## config.mk

```make
export PLATFORM = sky130hd
export DESIGN_NAME = mux_rr_arb
export DESIGN_NICKNAME = d
export VERILOG_FILES = /design/src/rtl/mux_rr_arb.sv
export SDC_FILE = /design/constraint.sdc
export NUM_CORES = 1
export LEC_CHECK = 0
export ABC_AREA = 1
export CAP_MARGIN = 20
export CORE_MARGIN = 1
export CORE_UTILIZATION = 39
export CTS_BUF_LIST = sky130_fd_sc_hd__clkbuf_16
export CTS_CLUSTER_DIAMETER = 120
export DETAILED_ROUTE_END_ITERATION = 10
export GPL_ROUTABILITY_DRIVEN = 0
export PLACE_DENSITY_LB_ADDON = 0.25
export RECOVER_POWER = 50
export SLEW_MARGIN = 0
export SYNTH_ARGS = -nofsm -noshare
export SYNTH_HDL_FRONTEND = slang
export SYNTH_SLANG_ARGS = --single-unit
```

## constraint.sdc

```tcl
create_clock -name clk -period 2.2 [get_ports clk]
set_input_delay 0.44 -clock clk [delete_from_list [all_inputs] [get_ports clk]]
set_output_delay 0.44 -clock clk [all_outputs]
set_load 0.005 [all_outputs]
```

## src/rtl/mux_rr_arb.sv

```systemverilog
// N-channel valid/ready multiplexer with round-robin or fixed-priority
// arbitration feeding a single registered output word.
//
// Ports:
//   clk, rst     rising-edge clock, async active-high reset
//   mode         0 = round-robin from r_ptr, 1 = fixed priority (ch0 first)
//   in_valid     per-channel valid
//   in_data      channel i in bits [i*WIDTH +: WIDTH]
//   in_ready     one-hot (or zero) accept strobe
//   out_valid    output register holds a word
//   out_data     registered selected word
//   out_ch       channel that supplied out_data
//   out_ready    consumer accepts the held word
module mux_rr_arb #(
   parameter  int N_CH  = 4,
   parameter  int WIDTH = 8,
   localparam int CH_W  = $clog2(N_CH)
) (
   input  logic                  clk,
   input  logic                  rst,
   input  logic                  mode,
   input  logic [N_CH-1:0]       in_valid,
   input  logic [N_CH*WIDTH-1:0] in_data,
   output logic [N_CH-1:0]       in_ready,
   output logic                  out_valid,
   output logic [WIDTH-1:0]      out_data,
   output logic [CH_W-1:0]       out_ch,
   input  logic                  out_ready
);

   logic [CH_W-1:0]  r_ptr;
   logic             r_valid;
   logic [WIDTH-1:0] r_data;
   logic [CH_W-1:0]  r_ch;

   logic [N_CH-1:0]  w_grant;
   logic             w_any;
   logic [CH_W-1:0]  w_idx;
   logic             w_load;
   logic             w_xfer;

   // Scan channels in priority order. In round-robin mode the order
   // starts at r_ptr and wraps; in fixed mode it starts at 0.
   always_comb begin
      logic [CH_W:0]   v_pos;
      logic [CH_W-1:0] v_ch;
      w_grant = '0;
      w_any   = 1'b0;
      w_idx   = '0;
      v_pos   = '0;
      v_ch    = '0;
      for (int k = 0; k < N_CH; k++) begin
         if (mode) begin
            v_pos = (CH_W+1)'(k);
         end else begin
            v_pos = {1'b0, r_ptr} + (CH_W+1)'(k);
         end
         if (v_pos >= (CH_W+1)'(N_CH)) begin
            v_pos = v_pos - (CH_W+1)'(N_CH);
         end
         v_ch = v_pos[CH_W-1:0];
         if (!w_any && in_valid[v_ch]) begin
            w_any          = 1'b1;
            w_grant[v_ch]  = 1'b1;
            w_idx          = v_ch;
         end
      end
   end

   // Reset is gated in so no producer sees an accept while held in reset.
   assign w_load   = (!r_valid || out_ready) && !rst;
   assign w_xfer   = w_any && w_load;
   assign in_ready = w_grant & {N_CH{w_load}};

   always_ff @(posedge clk or posedge rst) begin
      if (rst) begin
         r_valid <= 1'b0;
         r_data  <= '0;
         r_ch    <= '0;
         r_ptr   <= '0;
      end else if (w_xfer) begin
         r_valid <= 1'b1;
         r_data  <= in_data[int'(w_idx)*WIDTH +: WIDTH];
         r_ch    <= w_idx;
         if (w_idx == CH_W'(N_CH-1)) begin
            r_ptr <= '0;
         end else begin
            r_ptr <= w_idx + 1'b1;
         end
      end else if (out_ready) begin
         r_valid <= 1'b0;
      end
   end

   assign out_valid = r_valid;
   assign out_data  = r_data;
   assign out_ch    = r_ch;

endmodule

```

==> metrics.csv <==
metric,value,unit
run status,"finished, violations left",
failing checks,negative setup slack,
site row count,20,
filler instances,196,
Pleak,1.45,nW
Total GRT Usage,30.8,%
"FFs w/ async S/R, synth",100,%
Setup WS post-layout,-0.416,ns
die extent in x,60.8,um
final net count,387,
number of antenna violations at the first check in global routing,0,
endpoints failing setup,6,
max cap viols,0,
routed wire length per instance,14.6,um
Synth Cell Area,1350,um^2
CP required,1.76,ns
dpl cell area,2120,um^2
CTS sink count,13,
ANT nets after route,0,
predominant post-synthesis flop cell,dfrtp_1,
maximum vdd drop,0.580,mV
Worst-Margin Slew,0.667,ns
total core area,3180,um^2
worst-skew pair later-pin latency,0.24,ns
CTS tree,yes,
Syn Nets,279,
crit end category,output pin,
Slew headroom,55.5,%
CP Cell Sequence,nand2_2 > inv_2 > nor2_4 > buf_6 > nand2_4 > o21ai_2 > nand4_1 > a21oi_4 > nand2_2 > nor2_1 > buf_2,
"Period Utilization, post-route",119,%
final core occ,84.7,%
post-DP HPWL,3060,um
unrepaired setup endpoints after global routing,yes,
Initial Util,42.5,%
crit-path leading delay family,simple AND/OR/NAND/NOR gates,
WP data arrival,2.18,ns
Final Slew Violations,0,
Worst Path Max Fanout,7,
"most used cell, CP",nand2_2,
pin count of the biggest net entering global routing,18,
slowest cell delay on critical path,0.50,ns
vias per inst,5.05,
ranking of synthesized cells by area,"dfrtp_1, nand2_1, nand3_1",
n_diodes,0,
H-tree depth,1,
crit path time final,2.62,ns
CTS Buf Count,3,
Post-synth top cells,"nand2_1, inv_1, nand3_1, dfrtp_1, nor2_1",
Worst-path clk slew,0.04,ns
DP Worst Slack,-0.916,ns
DR iter-0 viols,133,
#FFs+latches synth,13,
clk root buf,clkbuf_16,
Die ar.,3700,um^2
first-pass GRT wire length,8250,um
most frequent cell after synthesis,nand2_1,
Hold Path Class,reg2reg,
Mapped Cells,239,
pwr dens,1190,nW/um^2
endpoints failing hold,0,
Mean Syn Cell Area,5.65,um^2
area share of the leading cell type in the synthesized netlist,24.1,%
crit path max-delay cell type,dfrtp_2,
startpoint types,flip-flop,
CP bufs+invs,3,
Final Cell Area,2690,um^2
vias in the first global route,1919,
sequential share of the synthesized area,24.1,%
# port buffers,54,
DR DRC count,0,
post-synth top area cell,dfrtp_1,
maximum clock insertion buffer count,2,
Max Clock Skew,0.00147,ns
"wirelength, routed",5690,um
Max Clk Rate,0.382,GHz
IO Count,55,
YS warnings,0,
synth unique cells,22,
share of cells above drive strength 1,36.7,%
"EDFF count, synth",0,
Overflow after GRT,0,
area delta synth->final,99.4,%
Vias,1968,
Crit Path Class,reg2out,
Die Y,60.8,um
Pre-antenna DRT Iters,4,
==> area by class of cell <==
class	instances	area, um^2	share of cell area (%)
clock inverter	1	3.75	0.139
clock buffer	3	75.1	2.79
sequential	13	328	12.2
tap	44	55.1	2.05
timing repair buffer	109	988	36.7
multi-input combinational	166	1040	38.5
inverter	54	205	7.62
==> final timing paths <==
check	start	depth (start not counted)	slack [ns]	to
worst max-delay path	r_ptr[0]	11	-0.42	in_ready[2]
worst min-delay path	out_data[0]	2	0.48	out_data[0]
worst max register to register	r_ptr[0]	15	-0.28	r_ptr[1]
worst min register to register	out_data[0]	2	0.48	out_data[0]
max in group asynchronous	rst	3	0.89	r_ptr[1]
min in group asynchronous	rst	3	0.84	out_data[7]
==> timing repair <==
item,CTS,global route
hold buffers,0,0
gates resized for setup,88,28
setup buffers,27,4
setup endpoints to repair,17,16
pin swaps,33,24
==> flip-flops by register name, indices dropped and copies added (netlist names) <==
signal and count:
out_data 8, out_ch 2, r_ptr 2, out_valid 1
==> layout by cell type (no fill, tap or decap), types with 2 or more instances in the layout <==
cell type,count
nand2_1,65
inv_1,44
clkdlybuf4s50_1,44
nand3_1,38
buf_4,38
buf_6,15
nand2_2,14
dfrtp_1,11
inv_2,10
nand2_4,10
nand3_2,6
nor2_4,5
nand3_4,5
buf_2,5
dlygate4sd2_1,4
a21oi_2,3
nor2_1,3
clkbuf_16,3
o21ai_4,2
o21ai_2,2
nand4_1,2
o21ai_0,2
a21oi_1,2
dfrtp_2,2
==> worst register-to-register path, stage by stage, from the launching register on <==
cell and delay, ns:
dfrtp_2 0.50, nand2_2 0.14, inv_2 0.05, nor2_4 0.17
buf_6 0.13, nand2_4 0.05, o21ai_2 0.08, nand4_1 0.25
a21oi_4 0.25, nand2_2 0.08, buf_4 0.14, buf_4 0.12
buf_6 0.10, buf_6 0.11, buf_6 0.11, o211ai_2 0.12
==> cells by family (layout without fill, tap and decap cells) <==
group | Yosys count | after routing | synth area share (%)
compound gates | 16 | 16 | 7.60
buf+inv | 60 | 167 | 18.4
flops | 13 | 13 | 24.1
simple gates | 150 | 150 | 50.0
==> report_power, final <==
group          total [mW]  internal (mW)  switching [mW]
combinational        2.40           1.15            1.25
clock               0.339          0.240          0.0998
sequential          0.466          0.356           0.111
==> stage by stage <==
| step | total power [mW] | hold WS, ns | instances | TNS, ns |
|---|---|---|---|---|
| 6_report | 3.20 | 0.478 | 390 | -1.99 |
| 5_1_grt | 3.40 | 0.500 | 390 | -3.20 |
| 4_1_cts | 2.89 | 0.479 | 387 | -0.784 |
| 3_5_place_dp | 2.09 | 0.467 | 360 | -8.07 |
| 3_3_place_gp | 2.07 | 0.461 | 360 | -6.93 |
| 2_1_floorplan | 1.39 | 0.323 | 239 | 0 |
==> routing by layer <==
layer / GRT usage, % / part of all wire (%) / vias up
li1: - / - / 951
met1: 31.3 / 39 / 910
met2: 56.7 / 52 / 91
met3: 8.10 / 6.7 / 16
met4: 17.5 / 2.5 / 0
met5: 0 / 0 / -
Power figures use the tool's default switching activity.
